$ cat config.mk
export PLATFORM = sky130hd
export DESIGN_NAME = weight_pingpong_bank
export DESIGN_NICKNAME = d
export VERILOG_FILES = /design/src/rtl/weight_pingpong_bank.sv
export SDC_FILE = /design/constraint.sdc
export NUM_CORES = 2
export LEC_CHECK = 0
export BUFFER_PORTS_ARGS = -buffer_cell sky130_fd_sc_hd__buf_2
export CORE_MARGIN = 1
export CORE_UTILIZATION = 46
export CTS_CLUSTER_DIAMETER = 150
export DETAILED_ROUTE_END_ITERATION = 8
export SLEW_MARGIN = 10
export SYNTH_ARGS = -nofsm -noshare
export SYNTH_HDL_FRONTEND = slang
export SYNTH_MEMORY_MAX_BITS = 65536
export SYNTH_SLANG_ARGS = --single-unit
$ cat constraint.sdc
create_clock -name system_clk -period 5.8 [get_ports system_clk]
set_clock_uncertainty 0.1 [all_clocks]
set_input_delay 1.16 -clock system_clk [delete_from_list [all_inputs] [get_ports system_clk]]
set_output_delay 1.16 -clock system_clk [all_outputs]
set_load 0.005 [all_outputs]
$ cat src/rtl/weight_pingpong_bank.sv
// Double-buffered weight/bias store. Words load into the shadow bank while the active bank is read.
// Define WEIGHT_BANK_DEBUG_CNT_EN to enable the accepted-write counter on debug_write_cnt.
`ifndef WEIGHT_WIDTH
`define WEIGHT_WIDTH 8
`endif
`ifndef PE_CORE_NUM
`define PE_CORE_NUM 4
`endif

module weight_pingpong_bank #(
  parameter int WEIGHT_WIDTH = `WEIGHT_WIDTH,
  parameter int PE_CORE_NUM  = `PE_CORE_NUM
) (
  input  logic                                system_clk,
  input  logic                                rst_n,
  input  logic [PE_CORE_NUM*WEIGHT_WIDTH-1:0] weight_bias_input_data,
  input  logic [8:0]                          weight_bias_input_valid,
  output logic                                load_ready,
  input  logic                                swap_req,
  output logic                                swap_ack,
  input  logic                                rd_en,
  input  logic [2:0]                          rd_group,
  input  logic [3:0]                          rd_tap,
  output logic [PE_CORE_NUM*WEIGHT_WIDTH-1:0] rd_data,
  output logic                                rd_valid,
  output logic [PE_CORE_NUM*WEIGHT_WIDTH-1:0] active_bias,
  output logic                                bank_error,
  output logic [31:0]                         debug_write_cnt
);

  localparam int DW = PE_CORE_NUM * WEIGHT_WIDTH;

  typedef enum logic [1:0] {EMPTY, LOADING, FULL, SWAP} state_t;

  state_t state, state_next;

  logic [DW-1:0] bank_mem [0:1][0:7][0:8];
  logic [DW-1:0] shadow_bias;
  logic          active_sel;
  logic [3:0]    tap_cnt  [0:7];
  logic [3:0]    tap_next [0:7];
  logic [7:0]    loaded, loaded_next;
  logic          bias_loaded, bias_loaded_next;
  logic          tap_busy_next;

  logic          multi_hot;
  logic          bias_wr;
  logic          weight_wr;
  logic          weight_accept;
  logic          weight_reject;
  logic          rd_tap_bad;
  logic [2:0]    wr_group;

  // x & (x-1) is nonzero exactly when more than one valid bit is set
  assign multi_hot     = |(weight_bias_input_valid & (weight_bias_input_valid - 9'd1));
  assign bias_wr       = (weight_bias_input_valid == 9'h100);
  assign weight_wr     = !multi_hot && (|weight_bias_input_valid[7:0]);
  assign load_ready    = (state != FULL) && (state != SWAP);
  assign weight_accept = weight_wr && load_ready && !loaded[wr_group];
  assign weight_reject = weight_wr && !weight_accept;
  assign rd_tap_bad    = rd_en && (rd_tap > 4'd8);

  always_comb begin
    wr_group = 3'd0;
    for (int i = 0; i < 8; i++) begin
      if (weight_bias_input_valid[i]) wr_group = 3'(i);
    end
  end

  always_comb begin
    loaded_next = loaded;
    for (int i = 0; i < 8; i++) tap_next[i] = tap_cnt[i];
    if (state == SWAP) begin
      loaded_next = '0;
      for (int i = 0; i < 8; i++) tap_next[i] = 4'd0;
    end else if (weight_accept) begin
      if (tap_cnt[wr_group] == 4'd8) begin
        tap_next[wr_group]    = 4'd0;
        loaded_next[wr_group] = 1'b1;
      end else begin
        tap_next[wr_group] = tap_cnt[wr_group] + 4'd1;
      end
    end
  end

  always_comb begin
    tap_busy_next = 1'b0;
    for (int i = 0; i < 8; i++) begin
      if (tap_next[i] != 4'd0) tap_busy_next = 1'b1;
    end
  end

  // A bias write landing in the SWAP cycle re-arms bias_loaded after the copy
  always_comb begin
    state_next       = state;
    bias_loaded_next = bias_loaded;
    case (state)
      SWAP: begin
        state_next       = EMPTY;
        bias_loaded_next = 1'b0;
      end
      FULL: begin
        if (swap_req) state_next = SWAP;
      end
      default: begin
        if (&loaded_next)                        state_next = FULL;
        else if ((|loaded_next) || tap_busy_next) state_next = LOADING;
        else                                      state_next = EMPTY;
      end
    endcase
    if (bias_wr) bias_loaded_next = 1'b1;
  end

  always_ff @(posedge system_clk or negedge rst_n) begin
    if (!rst_n) begin
      state       <= EMPTY;
      active_sel  <= 1'b0;
      loaded      <= '0;
      bias_loaded <= 1'b0;
      active_bias <= '0;
      swap_ack    <= 1'b0;
      bank_error  <= 1'b0;
      for (int i = 0; i < 8; i++) tap_cnt[i] <= 4'd0;
    end else begin
      state       <= state_next;
      loaded      <= loaded_next;
      bias_loaded <= bias_loaded_next;
      swap_ack    <= (state_next == SWAP);
      for (int i = 0; i < 8; i++) tap_cnt[i] <= tap_next[i];
      if (state == SWAP) begin
        active_sel <= ~active_sel;
        if (bias_loaded) active_bias <= shadow_bias;
      end
      if (multi_hot || weight_reject || rd_tap_bad) bank_error <= 1'b1;
    end
  end

  // Reads sample active_sel before the SWAP toggle takes effect
  always_ff @(posedge system_clk or negedge rst_n) begin
    if (!rst_n) begin
      rd_data  <= '0;
      rd_valid <= 1'b0;
    end else begin
      rd_valid <= rd_en;
      if (rd_en) begin
        if (rd_tap > 4'd8) rd_data <= '0;
        else               rd_data <= bank_mem[active_sel][rd_group][rd_tap];
      end
    end
  end

  always_ff @(posedge system_clk) begin
    if (weight_accept) bank_mem[~active_sel][wr_group][tap_cnt[wr_group]] <= weight_bias_input_data;
    if (bias_wr) shadow_bias <= weight_bias_input_data;
  end

`ifdef WEIGHT_BANK_DEBUG_CNT_EN
  always_ff @(posedge system_clk or negedge rst_n) begin
    if (!rst_n) debug_write_cnt <= 32'd0;
    else if (weight_accept || bias_wr) debug_write_cnt <= debug_write_cnt + 32'd1;
  end
`else
  assign debug_write_cnt = 32'd0;
`endif

endmodule

==> results_tabular.tex <==
\begin{tabular}{lr}
\hline
Metric & Value \\
\hline
\multicolumn{2}{l}{\textbf{Min path}} \\
Min-Delay Path Class & in -> async \\
\multicolumn{2}{l}{\textbf{Power and ir drop}} \\
NetSw & approximately 15 mW \\
Fraction of power consumed by the clock network & 0.428 \\
Relative contribution of sequential cells to total power & 0.533 \\
Standby leakage power & about 65 nW \\
Combinational fraction of design power & 0.039 \\
Worst ir drop on vdd & $\sim$290 µV \\
Internal power contribution & about 56 mW \\
Power density cells & 338 nW/µm² \\
Switching part of the total & 0.212 \\
\multicolumn{2}{l}{\textbf{Setup path}} \\
Worst flop-to-flop path endpoint & rd\_data[30] \\
Worst Path Required & about 6500 ps \\
Worst R2R Setup Slack & 260 ps \\
Largest stage delay on the critical path & $\sim$1200 ps \\
Critical path's most frequent cell & buf\_4 \\
Critical path arrival & 6270 ps \\
Critical Path Start Type & flop \\
Source of the worst register-to-register timing path & active\_sel \\
Depth of the worst register-to-register path & 10 \\
Critical path endpoint category & flop \\
Type of the setup path with the least slack & reg -> reg \\
Worst-path cell chain & buf\_4 -> buf\_4 -> mux4\_2 -> mux4\_2 -> mux2i\_1 -> buf\_4 -> o21bai\_1 -> a211oi\_1 -> or4\_1 -> o221ai\_1 \\
Top fanout value on the critical path & 24 \\
Worst-path cell with the longest stage delay & a211oi\_1 \\
\multicolumn{2}{l}{\textbf{Global route}} \\
Met3 capacity usage during global routing & 0.0517 \\
Most used routing layer in global routing & met2 \\
Wire length of the first global-routing pass & between 700,000 and 800,000 µm \\
GR Util met2 & 0.405 \\
Global routing usage summed across all routing layers & 0.255 \\
Number of antenna violations at the first check in global routing & 31 \\
Number of global-route vias before repair & 87,002 \\
Met1 Use GR & 0.360 \\
Sum of overflow across all layers after global routing & 0 \\
Pin count of the biggest net entering global routing & around 150 \\
\multicolumn{2}{l}{\textbf{Clock network}} \\
Number of CTS-inserted buffers & 474 \\
Total of hold buffers inserted after clock tree synthesis & 0 \\
Num Clock Sinks & around 4,800 \\
Buffer count from post-CTS setup fixing & 0 \\
Clock root buffer & clkbuf\_16 \\
Clock tree from TritonCTS & yes \\
Clock network latency to the later pin of the worst-skew pair & 1000 ps \\
Resize count post-CTS & 0 \\
Clock transition at the registers of the reported paths & about 60 ps \\
Clock Path Buffers & 4 \\
H-Tree Level Count & 5 \\
\multicolumn{2}{l}{\textbf{Finish}} \\
Net count of the finished layout & just over 8,000 \\
Number of inserted filler cells in the final layout & $\sim$29,000 \\
Area overhead of the layout relative to synthesis & 15.3\% \\
Final cell utilization of the core & 0.534 \\
Layout cells sized above 1 & 0.338 \\
\multicolumn{2}{l}{\textbf{Yosys}} \\
Commonest cells post-synth & edfxtp\_1, mux4\_2, clkbuf\_1 \\
Number of enable-type register cells in the synthesized netlist & approximately 4,600 \\
Post-synth ARST share & 0.0234 \\
Area of the mapped netlist & about 180,000 µm² \\
Number of warnings printed during yosys synthesis & 0 \\
Distinct cell type count of the synthesized netlist & 75 \\
Sequential cell area fraction in the yosys report & 0.780 \\
Post-synth top area share & 0.765 \\
Instance count of the mapped netlist & between 7,000 and 8,000 \\
Leading cell type by number of instances after synthesis & edfxtp\_1 \\
Syn\_area\_per\_cell & 24.1 µm² \\
Cell type with the largest total area after synthesis & edfxtp\_1 \\
Most frequently used flop master after synthesis & edfxtp\_1 \\
Number of storage elements in the synthesis netlist & roughly 4,800 \\
Biggest area contributors in the synthesized netlist & edfxtp\_1, mux4\_2, dfrtp\_1 \\
\multicolumn{2}{l}{\textbf{STA}} \\
Fin worst setup slack & 259 ps \\
Unrepaired setup endpoints after global routing & no \\
Number of setup violations in the final report & 0 \\
Slew at the pin closest to its max-slew limit & $\sim$1400 ps \\
Final Hold Viols & 0 \\
Worst hold slack across all endpoints & around 120 ps \\
Post-layout min period & 5540 ps \\
Final period util & 0.955 \\
Count of pins over their slew limit & 0 \\
Worst max-slew margin expressed relative to the limit & 0.0914 \\
Peak clock frequency supported by timing & $\sim$0.18 GHz \\
\multicolumn{2}{l}{\textbf{Routing}} \\
Via count & $\sim$86,000 \\
Initial detailed-routing violation count & 11,947 \\
Routed Wire Length & $\sim$510,000 µm \\
Vias per Instance & about 6.2 \\
Remaining routing DRC violations & 0 \\
Number of nets with antenna violations after routing & 0 \\
Average routed wire per standard cell & roughly 37 µm \\
DR pass1 iterations & 5 \\
\multicolumn{2}{l}{\textbf{Floorplan}} \\
Die footprint & approximately 400,000 µm² \\
Rows & 230 \\
Die height & about 630 µm \\
Starting Density & 0.463 \\
Floorplan Core Area & 393,000 µm² \\
\# IOs & approximately 150 \\
Horiz. Die Dim & approximately 630 µm \\
\multicolumn{2}{l}{\textbf{Run}} \\
Number of max-cap violations & 0 \\
\multicolumn{2}{l}{\textbf{Run status}} \\
Run status & complete, no violations \\
\multicolumn{2}{l}{\textbf{Place}} \\
\# port buffers & roughly 120 \\
Global placement routability congestion & 0.863 \\
Pre-CTS worst setup slack & 349 ps \\
Half-perimeter wire length after detailed placement & between 200,000 and 300,000 µm \\
\hline
\end{tabular}
registers in the layout (all words and copies together), names as in the netlist:
signal       count
tap_cnt         32
rd_valid         1
bank_mem      4608
shadow_bias     32
active_bias     32
swap_ack         1
bias_loaded      1
rd_data         32
loaded           8
state            2
bank_error       1
active_sel       1
power by group through the flow:
stage | Sequential [mW] | Combinational (mW) | Clock, mW
4_1_cts | 37.8 | 2.77 | 30.8
2_1_floorplan | 38.5 | 1.06 | 0
3_3_place_gp | 38.5 | 2.71 | 0
3_5_place_dp | 38.5 | 2.76 | 0
5_1_grt | 37.8 | 2.86 | 32.0
6_report | 37.8 | 2.77 | 30.3
worst max-delay path by stage:
stage,startpoint,endpoint,cells past startpoint
after floorplan,weight_bias_input_valid[7],bank_mem[1][576],11
after global placement,weight_bias_input_valid[3],state[0],12
after detailed placement,rd_group[1],rd_data[31],9
after CTS,active_sel,rd_data[1],9
after global routing,active_sel,rd_data[30],10
final,active_sel,rd_data[30],10
final cells by class:
type,count,area (µm²),area share
inverters,78,293,0.00139
diodes,12,30.0,0.000143
repair buffers,592,6590,0.0314
well taps,5220,6530,0.0311
flip-flops and latches,4751,142000,0.677
clock inverters,267,2660,0.0127
multi-input cells,2321,39100,0.186
clock buffers,609,12700,0.0603
critical path, delay by kind of cell, from the launching register on:
family,cells,cell delay [ps]
muxes,3,1240
AOI/OAI and AO/OA,3,1690
DFF,1,810
and+or+nand+nor,1,400
buffers and inverters,3,1070
layout by cell type (no fill, tap or decap), drive strengths merged, types with 34 or more instances in the layout:
master	n
nor2	180
inv	93
a21oi	67
clkbuf	609
dfrtp	111
clkinv	197
nand2	49
o21bai	34
nor2b	67
mux4	1440
mux2i	77
bufinv	44
o21ai	54
edfxtp	4640
buf	592
a211oi	71
or4	41
metal layers:
layer	wire length, µm	vias to the layer above
li1	-	33946
met1	199000	47561
met2	243000	4268
met3	48100	680
met4	16100	4
met5	21	-
through the flow:
stage	cell area [µm²]	std cells	power, mW	TNS (ps)
5_1_grt	210000	13839	72.7	0
3_5_place_dp	195000	12962	41.3	0
3_3_place_gp	195000	12961	41.2	0
4_1_cts	210000	13838	71.3	0
2_1_floorplan	182000	7598	39.5	-66570
6_report	210000	13850	70.9	0
cells by family after synthesis:
kind of cell / count (synthesis) / share of synthesized area
compound gates: 298 / 0.0112
other cells: 1 / 0.0000206
fa+ha+maj: 5 / 0.000330
simple gates: 436 / 0.0122
mux: 1549 / 0.184
xor+xnor: 1 / 0.0000481
flops: 4751 / 0.780
buf+inv: 526 / 0.0117
Note: power is estimated with default switching activity, not from simulation.
